## config.mk

```make
export PLATFORM = sky130hd
export DESIGN_NAME = regread_stage
export DESIGN_NICKNAME = d
export VERILOG_FILES = /design/src/rtl/regread_stage.sv
export SDC_FILE = /design/constraint.sdc
export NUM_CORES = 1
export LEC_CHECK = 0
export ABC_AREA = 1
export CORE_MARGIN = 3
export CORE_UTILIZATION = 50
export DETAILED_ROUTE_END_ITERATION = 6
export HOLD_SLACK_MARGIN = 0.08
export PLACE_DENSITY = 0.7
export SYNTH_ARGS = -nofsm -noshare
export SYNTH_HDL_FRONTEND = slang
export SYNTH_SLANG_ARGS = --single-unit
```

## constraint.sdc

```tcl
create_clock -name clock -period 2.04 [get_ports clock]
set_input_delay 0.408 -clock clock [delete_from_list [all_inputs] [get_ports clock]]
set_output_delay 0.408 -clock clock [all_outputs]
set_load 0.05 [all_outputs]
```

## src/rtl/regread_stage.sv

```systemverilog
// rtl/regread_stage.sv - register file and operand-read pipeline stage with forwarding, load-use stall and sticky halt
module regread_stage #(
    parameter int WIDTH    = 16,
    parameter int AW       = 3,
    parameter int ZERO_REG = 0
) (
    input  logic             clock,
    input  logic             reset,
    input  logic             in_valid,
    input  logic [AW-1:0]    in_ra,
    input  logic [AW-1:0]    in_rb,
    input  logic             in_use_a,
    input  logic             in_use_b,
    input  logic [WIDTH-1:0] in_imm,
    input  logic             in_sel_imm,
    input  logic             in_wr_en,
    input  logic [AW-1:0]    in_wr_addr,
    input  logic             in_is_load,
    input  logic             in_halt,
    input  logic             ex_valid,
    input  logic             ex_wr_en,
    input  logic             ex_is_load,
    input  logic [AW-1:0]    ex_wr_addr,
    input  logic [WIDTH-1:0] ex_result,
    input  logic             mem_valid,
    input  logic             mem_wr_en,
    input  logic [AW-1:0]    mem_wr_addr,
    input  logic [WIDTH-1:0] mem_result,
    input  logic             wb_en,
    input  logic [AW-1:0]    wb_addr,
    input  logic [WIDTH-1:0] wb_data,
    input  logic             flush,
    input  logic [AW-1:0]    dbg_addr,
    output logic             out_valid,
    output logic [WIDTH-1:0] out_a,
    output logic [WIDTH-1:0] out_b,
    output logic             out_wr_en,
    output logic [AW-1:0]    out_wr_addr,
    output logic             out_is_load,
    output logic             stall,
    output logic             halted,
    output logic [WIDTH-1:0] dbg_data
);
    localparam int NREG = 1 << AW;

    logic [WIDTH-1:0] regs [NREG];
    logic             zero_a, zero_b;
    logic             haz_a, haz_b;
    logic             issue, take_halt;
    logic [WIDTH-1:0] opnd_a, opnd_b;

    // Youngest producer wins; a load in execute has no data yet, so it is skipped here and stalls instead.
    function automatic logic [WIDTH-1:0] resolve(input logic [AW-1:0] ra);
        if (ZERO_REG != 0 && ra == '0)
            return '0;
        else if (ex_valid && ex_wr_en && !ex_is_load && ex_wr_addr == ra)
            return ex_result;
        else if (mem_valid && mem_wr_en && mem_wr_addr == ra)
            return mem_result;
        else if (wb_en && wb_addr == ra)
            return wb_data;
        else
            return regs[ra];
    endfunction

    always_comb begin
        zero_a = (ZERO_REG != 0) && (in_ra == '0);
        zero_b = (ZERO_REG != 0) && (in_rb == '0);
        haz_a  = in_use_a && !zero_a && (ex_wr_addr == in_ra);
        haz_b  = in_use_b && !in_sel_imm && !zero_b && (ex_wr_addr == in_rb);
        stall  = in_valid && !halted && ex_valid && ex_wr_en && ex_is_load && (haz_a || haz_b);
        opnd_a = resolve(in_ra);
        opnd_b = in_sel_imm ? in_imm : resolve(in_rb);
        take_halt = in_valid && in_halt && !stall && !flush && !halted;
        issue     = in_valid && !in_halt && !stall && !flush && !halted;
    end

    assign dbg_data = regs[dbg_addr];

    always_ff @(posedge clock) begin
        if (reset) begin
            for (int i = 0; i < NREG; i++)
                regs[i] <= '0;
            out_valid   <= 1'b0;
            out_a       <= '0;
            out_b       <= '0;
            out_wr_en   <= 1'b0;
            out_wr_addr <= '0;
            out_is_load <= 1'b0;
            halted      <= 1'b0;
        end else begin
            if (wb_en && !(ZERO_REG != 0 && wb_addr == '0))
                regs[wb_addr] <= wb_data;
            if (take_halt)
                halted <= 1'b1;
            if (issue) begin
                out_valid   <= 1'b1;
                out_a       <= opnd_a;
                out_b       <= opnd_b;
                out_wr_en   <= in_wr_en;
                out_wr_addr <= in_wr_addr;
                out_is_load <= in_is_load;
            end else begin
                out_valid   <= 1'b0;
                out_wr_en   <= 1'b0;
                out_is_load <= 1'b0;
            end
        end
    end
endmodule

```

; ---- After elaboration in Yosys (flattened, before gate mapping)
; Memories as Yosys holds them, arrays and structs flattened.
; Cells that the tools add are included.
[totals]
wordCells = 65
latchBits = 0
output_inout_bits = 56
ramBits = 128
mem_count = 1
register_bits = 39
rom_bits = 0
[memory_table]
columns = memory, depth, width, read_ports, rd_clocked_by_memory_dff, wr, line_no
row1 = regs, 8, 16, 3, 0, 8, 46  ; logic [WIDTH-1:0] regs [NREG];
[classes]
muxes = 16
order_cmp = 0
div_mod_pow = 0
eq_ne = 6
n_addsub = 0
reduce_logical = 34
multipliers = 0
n_bitwise = 1
shifts = 0
[op_table]
columns = operator, count
row1 = $mux W16, 8
row2 = $logic_and A1 B1 Y1, 25
row3 = $eq A3 B3 Y1, 6
row4 = $reduce_or A16 Y1, 1
row5 = $mux W1, 7
row6 = $logic_not A1 Y1, 6
row7 = $mux W3, 1
row8 = $reduce_or A2 Y1, 1
row9 = $logic_or A1 B1 Y1, 1
row10 = $not A1 Y1, 1

; ---- Depth between registers and ports, before layout
; Gate-level depths: netlist of the first run.
[logic_depth]
depth_word = 12
depth_mapped = 14
mapped_depth_nobuf = 12

; ---- Least setup slack after synthesis of the first run
; Ideal clock, no wire load.
[synth_path]
kind = input-to-output
from = in dbg_addr[1]
to = out dbg_data[10]
arrival_time_ps = 2029
slack_ps = -397
path_stages = 6
n_path_buf = 2
path_cell_list = clkbuf_1 clkbuf_1 o21ai_0 o21ai_0 a21oi_1 a31oi_1
[synth_via]
elab_chain_cells = 1
[synth_rtl]
columns = item, line_no
row1 = start: declaration, 33  ; input logic [AW-1:0] dbg_addr,
row2 = $mem_v2 Z8 W16, -
row3 = end: declaration, 42  ; output logic [WIDTH-1:0] dbg_data
; Every way passes these cells.

==> results.txt, run 1 <==
- Total wirelength of the detailed-routed design: around 44 mm
- Entering global routing, the biggest net connects 50 pins.
- Post-route setup TNS: 0 ns
* Number of synthesized flops with an enable pin: 128
* Async set-or-reset flop fraction in the synthesized netlist: 0
- The region available for standard cell placement spans 21,400 um^2.
- In the finished design, the share of the clock period the worst path needs comes to 0.998.
* Clock sink count: 167
- Once detail routing completed, the nets flagged for antenna violations numbered 0.
* Nets in the synthesized netlist: 1,697
- Buffers placed on the I/O ports in this run total around 160.
- Synthesis warning total: 0
- Effective utilization at floorplan: 0.518
* Clock-pin slew on the worst setup and hold paths: 0.07 ns
- CTS Buffer Depth: 2
- Worst setup SP type: flop
* Number of antenna violations at the first check in global routing: 0
- Placer congestion estimate: approximately 0.97
- Flip-flop cell with the highest count after synthesis: edfxtp_1
- Maximum single-stage delay on the critical path: about 0.43 ns
- At the worst endpoint, the required time is between 1.5 and 2 ns.
- For this run, the detailed router's first-pass iteration total came to 7.
- First-pass GRT wire length: 64.7 mm
* Setup violators final: 0
- From bottom edge to top edge, the die measures roughly 150 um.
* Cell at the root of the clock tree: clkbuf_16
- Power density cells: 670 nW/um^2
- Final number of max-transition violations: 0
- Final net count: ~1,900
- Placed cell areas: around 14,000 um^2
- The critical path contains buffers and inverters numbering 2 combined.
- The H-tree was split into 4 levels.
- Post-route non-filler standard cell count: approximately 2,100
- In the final layout, the share of cells above drive strength 1 is 0.145.
- The tightest min-delay check is of the flop to flop type.
- The number of clock buffers added by TritonCTS is 17.
* Crit-path slowest cell: edfxtp_1
* Chip width: roughly 150 um
- Across all layers, the routed design uses 12,330 vias.
* Cell count after synthesis: roughly 1,600
* Netlist area before placement: 11,100 um^2
- For this block, the initial DRC count from the detailed router was ~1,800.
- Averaged over all synthesized cells, the footprint is slightly below 7 um^2.
* Status: finished clean
* Area growth syn-to-layout: 34.6%
* Total power: about 10 mW
- The worst setup path is captured at an output pin.
* Most area-consuming cells after synthesis: edfxtp_1, nand2_1, o21ai_0
- The number of antenna diodes in the final layout is 0.
- Top cell type's share of synthesized area: 0.347
* Clock tree from TritonCTS: built
- Drt wl/cell: 20.9 um
- The number of global-route vias before repair is around 11,000.
- In the routed design, unresolved DRC markers number 0.
- Max Fclk: around 500 MHz
- The count of endpoints failing hold in the final timing report came to 0.
- Once detailed placement completed, the half-perimeter wirelength came to 30.7 mm.
* Std cell rows: 53
- Across the run, the number of max-cap violations was 0.
- Unrepaired setup endpoints after global routing: yes
- Die area: 24,000 um^2
* Global-route congestion overflow total: 0
* Number of cells in the design after placement: about 2,000
- Static leakage: roughly 6.5 nW
- IR analysis of the VDD net gives a maximum drop of a little under 0.6 mV.
- Buffers inserted to repair hold after CTS numbered 0.
* Number of distinct library cell variants in the gate-level netlist after synthesis: 32
- For the final database, setup skew stands at 0.0124 ns.
- The signal on the critical path passes through nand2_1 > o21ai_2 > a221oi_2 > buf_4 > a31oi_4 > buf_6.
- Number of vias per cell after detailed routing: 5.92
- In the global route stage, overall resource usage came out at 0.350.
* Number of register bits inferred by synthesis: roughly 170
- Finished Cell Area: approximately 15,000 um^2
- Peak fanout along the critical path: 2
- Shortest period the worst path allows: ~2 ns
- Gate family responsible for the most delay along the worst path: flip-flops
* Biggest area consumer among synthesized cells: edfxtp_1
- Pin placement for this block handled around 160 I/O pins.
- The critical path is of the flop to output pin type.
- For the worst setup path, the data arrival time is around 1.6 ns.
* Least-Margin Pin Slew: between 0.5 and 0.6 ns
- Worst slew slack as a fraction of its limit: 0.643
* Part of the Yosys area used for sequential elements: 0.417
- At the later pin of the worst-skew pair, clock insertion delay measures around 0.44 ns.
==> cells by family after synthesis <==
group | Yosys count | share of synthesized area
buf+inv | 311 | 0.115
simple gates | 704 | 0.264
xor+xnor | 9 | 0.00779
flops | 167 | 0.417
compound gates | 405 | 0.196
==> timing repair <==
| action | in CTS | in global routing |
|---|---|---|
| cloned | 1 | 2 |
| hold endpoints to repair | 0 | 0 |
| buffers inserted | 3 | 2 |
| resized for setup | 55 | 65 |
| endpoints found under the setup margin | 17 | 20 |
| pin swaps | 7 | 13 |
==> per-stage QoR <==
stage | utilization | worst slack, ns | hold WS, ns
2_1_floorplan | - | 0.0241 | 0.571
3_3_place_gp | 0.652 | -0.416 | 0.453
3_5_place_dp | 0.652 | -0.392 | 0.458
4_1_cts | 0.688 | -0.0121 | 0.469
5_1_grt | 0.697 | -0.0786 | 0.493
6_report | 0.697 | 0.00413 | 0.465
==> per-layer routing <==
layer | routed length (um) | up-vias | part of all wire | track usage
li1 | - | 5696 | - | -
met1 | 15500 | 5592 | 0.36 | 0.451
met2 | 20000 | 872 | 0.46 | 0.559
met3 | 5410 | 170 | 0.12 | 0.0670
met4 | 2560 | 0 | 0.059 | 0.188
met5 | 0 | - | 0 | 0
==> where the power goes <==
part	internal, mW	switching (mW)	leakage, nW	total, mW
Sequential	3.86	0.115	1.54	3.97
Combinational	0.976	1.58	4.68	2.55
Clock	1.96	1.51	0.302	3.47
Total	6.79	3.21	6.53	10.0
==> Yosys cell counts (2+ instances only) <==
cell type,n
nand3_1,142
xnor2_1,5
buf_2,32
buf_4,8
buf_6,5
nand2_2,3
a21oi_1,130
xor2_1,3
clkbuf_1,58
inv_1,193
o211ai_1,40
a221oi_1,5
nand2_1,290
nor2_1,242
a31oi_1,16
nand3b_1,16
o21ai_1,4
inv_2,7
dfxtp_1,39
nor2_2,3
nand4_1,3
buf_1,7
edfxtp_1,128
nor3b_1,2
o21ai_0,208
==> worst paths after layout <==
check	from	endpoint	slack, ns	cells past startpoint
worst max register to register	regs[5][14]$_SDFFCE_PN0P_	out_a[14]$_SDFFE_PP0P_	0.34	9
worst min-delay path	out_b[12]$_SDFFE_PP0P_	out_b[12]$_SDFFE_PP0P_	0.46	2
worst min register to register	out_b[12]$_SDFFE_PP0P_	out_b[12]$_SDFFE_PP0P_	0.46	2
worst max-delay path	regs[4][2]$_SDFFCE_PN0P_	dbg_data[2]	0.004	6
==> layout make-up <==
type	instances	area (um^2)
fillers	1803	6490
multi-input cells	1118	5570
flip-flops and latches	167	4620
repair buffers	289	3010
inverters	201	764
clock buffers	17	425
well taps	275	344
clock inverters	15	186
==> cell usage in the layout (no fill, tap or decap), types with 6 or more instances in the layout <==
master           count
nand2_1            288
nor2_1             241
inv_1              185
o21ai_0            168
nand3_1            142
edfxtp_1           128
clkdlybuf4s50_1    124
a21oi_1            115
buf_4               99
o211ai_1            40
dfxtp_1             39
o21ai_1             34
buf_12              31
clkbuf_16           19
buf_6               18
a21oi_2             16
a31oi_4             16
nand3b_1            16
inv_2               13
o21ai_2             10
inv_6                6
==> worst reg2reg max path, cell delays in order, from the launching register on <==
cell	delay, ns
edfxtp_1	0.39
buf_4	0.15
inv_1	0.06
nand2_1	0.05
nand3_1	0.09
o21ai_0	0.11
o211ai_1	0.40
a21oi_1	0.16
nor2_1	0.13
nor2_1	0.04
==> flip-flops by register name, indices dropped and copies added (netlist names) <==
signal / count
regs: 128
out_a: 16
out_b: 16
out_wr_addr: 3
halted: 1
out_is_load: 1
out_valid: 1
out_wr_en: 1
Note: power is estimated with default switching activity, not from simulation.
==> run 2: changes to the inputs <==
CTS_CLUSTER_DIAMETER = 40   (was default)
==> results of run 2 <==
Final layout, timing and power as in run 1 (identical DEF).
==> run 3: changes to the inputs <==
CORE_MARGIN = default   (was 3)
==> run 3 against run 2 <==
  * The run now ends with setup timing left
  * Largest cell class unchanged
  * Sequential share of layout area fell by 0.28 points
  * Clock skew is 0.0013 ns higher
  * Highest routed layer is now met5
  * Clock-buffer cell count grew 1
  * Setup slack worse by 0.012 ns
  * Clock power fell by 3%
  * Combinational power up 2%
==> results.txt, run 3 (synthesis gave the netlist of run 1 again) <==
- Worst setup SP type: flop
- The number of cells on the worst reg-to-reg path is 9 (unchanged).
* Max Fclk: 488 MHz (-0.58%)
* Final hold violation count: 0 (unchanged)
- The maximum net fanout on the critical path was 3 (+1).
- The internal power consumption was 6.52 mW (-4.0%).
* Worst setup skew after layout: 0.0138 ns (+0.00134 ns)
* Clock Latency Late Sink: 0.44 ns (about the same)
- The worst setup path is captured at an output pin.
* Layout filler cell count: 1,843 (+2.2%)
- The fraction of final layout cells sized beyond drive strength 1 came to 0.147 (+0.00242).
- Failing checks: setup timing
- The placement-stage cell area is 14,000 um^2 (+0.51%).
- Registers with the highest flip-flop counts: regs x128, out_a x16, out_b x16
- The routability congestion estimate is 0.969 (about the same).
* Portion of total power attributed to the clock network: 0.339 (-0.008)
* Number of top-level pins: 157 (unchanged)
- Power density cells: 661 nW/um^2 (-1.3%)
- The effective utilization at floorplan is 0.510 (-0.00801).
- The placeable core area was 21,800 um^2 (+1.6%).
* Endpoint arrival time on the critical path: 1.64 ns (about the same)
- Clock sink count: 167 (unchanged)
- Post-route setup TNS: -0.0145 ns (-0.0145 ns)
- Total of hold buffers inserted after clock tree synthesis: 0 (unchanged)
* Number of inserted diodes: 0 (unchanged)
* Setup violators final: 3 (+3)
* Class of the tightest hold or removal check: flop to flop
- The clock period minus worst slack came to 2.05 ns (+0.0119 ns).
- Die Span Y: 151 um (-2.6%)
* Final net count: 1,906 (+0.58%)
- The switching power summed over all nets is 3.44 mW (+7.2%).
* Cell at the root of the clock tree: clkbuf_16
- The startpoint identified for the worst hold timing path is out_b[3]$_SDFFE_PP0P_.
* Beginning of the worst register-to-register path: regs[5][14]$_SDFFCE_PN0P_
- Finished Cell Area: 15,100 um^2 (+0.91%)
- The leakage power figure is 6.78 nW (+3.9%).
* Share of the core filled with cells: 0.692 (-0.00457)
- Register with the most flip-flops: regs
- The total power draw is 9.96 mW (-0.39%).
- Top library cells by usage in the layout, fill and taps aside: nand2_1, nor2_1, inv_1
- The number of antenna-violating nets in the routed design is 0 (unchanged).
* Status: complete, but fails checks
- Commonest non-fill, non-tap cell in the layout: nand2_1
- The number of non-filler instances in the completed layout was 2,098 (+0.77%).
* First DRT Iteration DRCs: 1,797 (+2.7%)
- Number of antenna violations at the first check in global routing: 1 (+1)
- The total number of H-tree levels was 4 (unchanged).
* Post-route setup slack: -0.00774 ns (-0.0119 ns)
* Type of the setup path with the least slack: flop to output pin
* Total wirelength of the detailed-routed design: 45.8 mm (+5.3%)
* Clock tree from TritonCTS: built
- The first-pass GRT wire length came to 67.3 mm (+3.9%).
- The cell depth of the worst hold path was 2 (unchanged).
* Overall routing resource usage: 0.407 (+0.0568)
- The share of the clock period used by the worst path was 1.00 (+0.00582).
* Drt wl/cell: 21.8 um (+4.5%)
* Port-buffer cells: 156 (unchanged)
- Proportion of power drawn by flip-flops and latches: 0.399 (+0.002)
- Worst hold slack: 0.469 ns (+0.00415 ns)
- The number of flip-flops under the largest register name was 128 (unchanged).
- The number of buffers on the longest clock path came to 2 (unchanged).
- The per-cell via count in the routed design came to 6.01 (+1.5%).
- Maximum resistive drop on vdd: 0.579 mV (-1.9%)
* Remaining DRCs: 0 (unchanged)
- Total vias in the final route: 12,606 (+2.2%)
- The total half-perimeter wirelength after legalization and detailed placement was 32.1 mm (+4.6%).
- Worst slew slack as a fraction of its limit: 0.616 (-0.0267)
- The slew of the pin with the lowest slew margin came to 0.575 ns (+0.0408 ns).
* Std cell rows: 54 (+1.9%)
* Data required time at the worst endpoint: 1.63 ns (about the same)
- Clock-pin slew on the worst setup and hold paths: 0.08 ns (about the same)
* Number of cells in the design after placement: 2,054 (+0.59%)
- The overflow left after global routing came to 0 (unchanged).
- Launch point of the critical path: regs[4][3]$_SDFFCE_PN0P_
- Sw Ratio: 0.345 (+0.0245)
- The worst-case setup slack after placement is -0.459 ns (-0.0674 ns).
* Maximum number of pins on one net before global-route repair: 41 (-18%)
- The max-slew violation count was 0 (unchanged).
- Chip width: 151 um (-2.6%)
- The number of buffers inserted during clock tree synthesis was 17 (unchanged).
* Max_cap viols: 0 (unchanged)
* Die area: 22,800 um^2 (-5.1%)
- Part of the power in combinational logic: 0.262 (+0.007)
- Setup repair after global routing could not meet its margin everywhere.
- The length of the first detailed-routing pass in iterations is 7 (unchanged).
* Number of global-route vias before repair: 11,500 (+0.29%)
- Area growth syn-to-layout: 35.9%
-- run 3: changes by cell type in the layout (fill, tap and decap cells not counted), sizes merged, moves of 3 or more --
cell / before / now
bufinv: 3 / 0
dlygate4sd2: 4 / 8
clkinv: 5 / 8
clkdlybuf4s50: 124 / 111
buf: 152 / 163
dlymetal6s2s: 4 / 14
-- run 3: power groups by stage --
stage,clock (mW),sequential [mW],combinational [mW]
2_1_floorplan,0,4.13,1.24
3_3_place_gp,0,4.04,2.40
3_5_place_dp,0,4.04,2.41
4_1_cts,3.36,3.97,2.52
5_1_grt,3.49,4.00,2.77
6_report,3.37,3.98,2.61
-- run 3: layout make-up --
| cell class | count | area, um^2 | share of cell area |
|---|---|---|---|
| Multi-Input combinational cell | 1118 | 5580 | 0.370 |
| Sequential cell | 167 | 4620 | 0.307 |
| Timing Repair Buffer | 300 | 3140 | 0.209 |
| Inverter | 201 | 762 | 0.0506 |
| Clock buffer | 18 | 429 | 0.0285 |
| Tap cell | 280 | 350 | 0.0233 |
| Clock inverter | 14 | 180 | 0.0120 |
-- run 3: repair_timing --
action	4_1_cts	5_1_grt
cloned	3	0
pin swaps	6	10
endpoints found under the setup margin	21	38
gates resized for setup	70	55
endpoints found under the hold margin	0	0
buffers inserted	7	2
-- run 3: per-layer routing --
metal	GRT usage	vias up	part of all wire
met5	0	-	0.00026
met4	0.252	2	0.064
met3	0.0681	167	0.12
met2	0.633	911	0.45
met1	0.528	5820	0.37
li1	-	5706	-
-- run 3: worst paths after layout --
kind / to / slack (ns)
min reg2reg: out_b[3]$_SDFFE_PP0P_ / 0.47
max: dbg_data[3] / -0.008
min: out_b[3]$_SDFFE_PP0P_ / 0.47
max reg2reg: out_a[14]$_SDFFE_PP0P_ / 0.43
-- run 3: worst max-delay path: stages (launching register included) --
cell      delay, ns
edfxtp_1       0.43
nand2_1        0.11
o21ai_2        0.07
a221oi_2       0.24
buf_4          0.15
a31oi_4        0.03
buf_6          0.17
==> patch 1: new RTL, flow settings as in run 1 <==
Change the parameter `ZERO_REG` from 0 to 1.
--- a/src/rtl/regread_stage.sv
+++ b/src/rtl/regread_stage.sv
@@ -2,7 +2,7 @@
 module regread_stage #(
     parameter int WIDTH    = 16,
     parameter int AW       = 3,
-    parameter int ZERO_REG = 0
+    parameter int ZERO_REG = 1
 ) (
     input  logic             clock,
     input  logic             reset,
Function: changed (Yosys sat finds a counterexample within 4 cycles, from zero or initial values and one cycle with reset high).
==> patch 1 against run 1 <==
- largest power group unchanged
- design area grew 4.6%
- sequential cell count did not move
- total power down 0.22%
- cell count is 5.3% higher
- area after synthesis rose by 1.9%
- critical endpoint is now dbg_data[6]
- sequential power increased by 1%
- the run now ends with negative setup slack left
- worst setup slack lost 0.033 ns
- wire length rose by 4.5%
==> patch 1: results <==
# TYPE chip_impl_metric gauge
chip_impl_info{name="run_status",value="finished, violations left"} 1
chip_impl_metric{name="post_cts_resized",unit=""} 62
chip_impl_info{name="worstSetupEndpoint",value="dbg_data[6]"} 1
chip_impl_metric{name="number_of_flip_flops_and_latches",unit=""} 167
chip_impl_metric{name="finalSetupTns",unit="ns"} -0.0435
chip_impl_metric{name="fillCellCount",unit=""} 1822
chip_impl_metric{name="setup_skew_after_layout",unit="ns"} 0.0157
chip_impl_metric{name="sequential_share_of_the_synthesized_area",unit="%"} 40.9
chip_impl_metric{name="setup_viol_count_final",unit=""} 2
chip_impl_metric{name="layout.buffer.nonclock.area_share",unit="%"} 22.8
chip_impl_info{name="worstHoldStart",value="out_wr_addr[1]$_SDFFE_PP0P_"} 1
chip_impl_info{name="r2r-start",value="regs[0][14]$_SDFFCE_PN0P_"} 1
chip_impl_metric{name="postCtsSetupBuffers",unit=""} 7
chip_impl_info{name="violations",value="negative setup slack"} 1
chip_impl_metric{name="worst-r2r-cell-count",unit=""} 8
chip_impl_info{name="rr_endpoint",value="out_b[14]$_SDFFE_PP0P_"} 1
chip_impl_metric{name="buffers_excl_clock",unit=""} 331
chip_impl_metric{name="worst_hold_slack",unit="ns"} 0.465
chip_impl_metric{name="place_congestion",unit=""} 0.994
chip_impl_info{name="worst_setup_path_startpoint",value="regs[5][6]$_SDFFCE_PN0P_"} 1
chip_impl_metric{name="setup_slack",unit="ns"} -0.0288
chip_impl_metric{name="final_layout_size_suffix_gt1_share",unit="%"} 17.2
chip_impl_metric{name="cellLeakagePower",unit="nW"} 7.07
chip_impl_metric{name="grtUsageTotal",unit="%"} 36.2
chip_impl_metric{name="via_count_of_the_first_global_routing_pass",unit=""} 11600
chip_impl_metric{name="wl_per_cell",unit="um"} 20.7
==> patch 1: worst min-delay path, cell delays in order (launching register included) <==
cell	delay [ns]
sky130_fd_sc_hd__dfxtp_1	0.31
sky130_fd_sc_hd__nand2_1	0.06
sky130_fd_sc_hd__a21oi_1	0.05
==> patch 1: routing by layer <==
metal	vias up	global-route usage [%]	routed length, um
li1	5914	-	-
met1	5805	47.5	17100
met2	995	57.0	20000
met3	205	9.26	5760
met4	0	15.6	2540
met5	-	0	0
==> patch 1: cell families (layout without fill, tap and decap cells) <==
logic type / count (synthesis) / in the layout / synth area share, %
simple gates: 860 / 860 / 32.5
xor+xnor: 5 / 5 / 0.388
compound gates: 323 / 323 / 15.3
buf+inv: 291 / 541 / 10.9
flops: 167 / 167 / 40.9
other cells: 1 / 16 / 0.0332
==> patch 1: metrics by stage <==
| stage | instance area [um^2] | util (%) | setup slack [ns] | instances | power [mW] |
|---|---|---|---|---|---|
| 6_report | 15600 | 70.9 | -0.0288 | 2192 | 9.98 |
| 5_1_grt | 15600 | 70.9 | -0.0775 | 2192 | 10.3 |
| 4_1_cts | 15400 | 69.9 | -0.0374 | 2185 | 9.85 |
| 3_5_place_dp | 14700 | 66.7 | -0.498 | 2143 | 6.67 |
| 3_3_place_gp | 14700 | 66.7 | -0.441 | 2143 | 6.64 |
| 2_1_floorplan | 11600 | - | -0.130 | 1662 | 5.44 |
==> patch 1: power by group through the flow <==
| stage | clock network [mW] | logic [mW] | registers [mW] |
|---|---|---|---|
| after floorplan | 0 | 1.30 | 4.14 |
| after global placement | 0 | 2.56 | 4.08 |
| after detailed placement | 0 | 2.59 | 4.08 |
| after CTS | 3.20 | 2.65 | 4.01 |
| after global routing | 3.34 | 2.93 | 4.03 |
| final | 3.19 | 2.77 | 4.02 |
==> patch 2: new RTL, settings of run 1 <==
Without the edit above. Put a register stage on the output `dbg_data`, cleared by the reset. The value now appears one clock later. The other outputs are not delayed to match.
--- a/src/rtl/regread_stage.sv
+++ b/src/rtl/regread_stage.sv
@@ -75,7 +75,13 @@
         issue     = in_valid && !in_halt && !stall && !flush && !halted;
     end
 
-    assign dbg_data = regs[dbg_addr];
+    always_ff @(posedge clock) begin
+        if (reset) begin
+            dbg_data <= '0;
+        end else begin
+            dbg_data <= regs[dbg_addr];
+        end
+    end
 
     always_ff @(posedge clock) begin
         if (reset) begin
Function: changed (Yosys sat finds a counterexample within 4 cycles, from zero or initial values and one cycle with reset high).
==> patch 2 against run 1 <==
- critical path depth shrank 5
- sequential share of layout area grew 1.4 points
- combinational power shrank 7%
- wire length grew 0.53%
- design area grew 2.3%
- worst setup slack gained 0.019 ns
- total power grew 2.4%
- area after synthesis grew 10%
- maximum frequency grew 0.92%
- core utilization shrank 5.4 points
- sequential cell count grew 16
==> patch 2: results <==
# TYPE chip_impl_metric gauge
chip_impl_metric{name="grt_pass1_wl",unit="um"} 67700
chip_impl_metric{name="sequential_share_of_the_synthesized_area",unit="%"} 40.5
chip_impl_metric{name="grt_start_max_net_pins",unit=""} 65
chip_impl_info{name="slowest_stage",value="sky130_fd_sc_hd__clkdlybuf4s50_1"} 1
chip_impl_metric{name="critical_path.max_stage_delay",unit="ns"} 0.81
chip_impl_info{name="top_cell_types_by_occurrence_after_synthesis",value="sky130_fd_sc_hd__nand2_1, sky130_fd_sc_hd__nor2_1, sky130_fd_sc_hd__nand3_1"} 1
chip_impl_metric{name="post_cts_resized",unit=""} 8
chip_impl_metric{name="vdd_drop_max",unit="uV"} 510
chip_impl_metric{name="grtUsageTotal",unit="%"} 33.1
chip_impl_info{name="path_delay_family",value="buffers and inverters"} 1
chip_impl_metric{name="synthesis.nets",unit=""} 1903
chip_impl_metric{name="place_congestion",unit=""} 0.932
chip_impl_metric{name="setup_skew_after_layout",unit="ns"} 0.0121
chip_impl_metric{name="wl_per_cell",unit="um"} 19.0
chip_impl_metric{name="via_count_of_the_first_global_routing_pass",unit=""} 12300
chip_impl_metric{name="detailed_place.area",unit="um^2"} 14600
chip_impl_metric{name="fillCellCount",unit=""} 2100
chip_impl_metric{name="final_layout_size_suffix_gt1_share",unit="%"} 10.1
chip_impl_metric{name="cellLeakagePower",unit="nW"} 7.19
chip_impl_metric{name="slew_headroom",unit="%"} 47.7
chip_impl_metric{name="vias_per_cell",unit=""} 5.68
chip_impl_info{name="regMostFlops",value="regs"} 1
chip_impl_metric{name="postCtsSetupBuffers",unit=""} 0
chip_impl_info{name="synthTopCellsByArea",value="sky130_fd_sc_hd__edfxtp_1, sky130_fd_sc_hd__nand2_1, sky130_fd_sc_hd__dfxtp_1"} 1
chip_impl_info{name="run_status",value="finished, final reports clean"} 1
chip_impl_metric{name="p_sw_share",unit="%"} 31.0
chip_impl_info{name="cts-root-buf",value="sky130_fd_sc_hd__clkbuf_16"} 1
chip_impl_metric{name="cts.sink_count",unit=""} 183
chip_impl_metric{name="layout.nets",unit=""} 2069
[patch 2: area by class of cell]
| type | count | area share, % |
|---|---|---|
| Tap cell | 319 | 2.61 |
| Clock inverter | 12 | 1.11 |
| Clock buffer | 20 | 3.00 |
| Sequential cell | 183 | 32.4 |
| Multi-Input combinational cell | 1268 | 37.8 |
| Timing Repair Buffer | 262 | 17.3 |
| Inverter | 236 | 5.82 |
[patch 2: final timing paths]
path	slack [ns]	start	cells past startpoint	endpoint
max	0.02	out_b[12]$_SDFFE_PP0P_	1	out_b[12]
min	0.47	out_a[14]$_SDFFE_PP0P_	2	out_a[14]$_SDFFE_PP0P_
max reg2reg	0.60	halted$_SDFFE_PP0P_	9	out_b[3]$_SDFFE_PP0P_
min reg2reg	0.47	out_a[14]$_SDFFE_PP0P_	2	out_a[14]$_SDFFE_PP0P_
[patch 2: logic make-up after synthesis]
logic type / after synthesis / synth area share (%)
and+or+nand+nor: 1013 / 35.4
buffers and inverters: 351 / 12.3
AOI/OAI and AO/OA: 252 / 11.5
DFF: 183 / 40.5
xor gates and xnor gates: 3 / 0.277
[patch 2: power groups by stage]
stage / clock network, mW / logic, mW / registers (mW)
3_5_place_dp: 0 / 2.32 / 4.38
6_report: 3.58 / 2.37 / 4.30
2_1_floorplan: 0 / 1.17 / 4.56
3_3_place_gp: 0 / 2.29 / 4.37
4_1_cts: 3.60 / 2.33 / 4.29
5_1_grt: 3.76 / 2.56 / 4.32
[patch 2: per-stage QoR]
step	power (mW)	utilization, %	instances
finish	10.2	64.3	2300
global route	10.6	64.3	2300
CTS	10.2	64.1	2300
detailed placement	6.69	61.5	2268
global placement	6.66	61.5	2268
floorplan	5.73	-	1802
[patch 2: metal layers]
metal  global-route usage [%]  wire length [um]  vias to the layer above
met5                        0                 0                        -
met4                     14.7              1890                        0
met3                     6.02              4900                      125
met2                     53.7             20100                      832
met1                     43.5             16800                     5980
li1                         -                 -                     6121
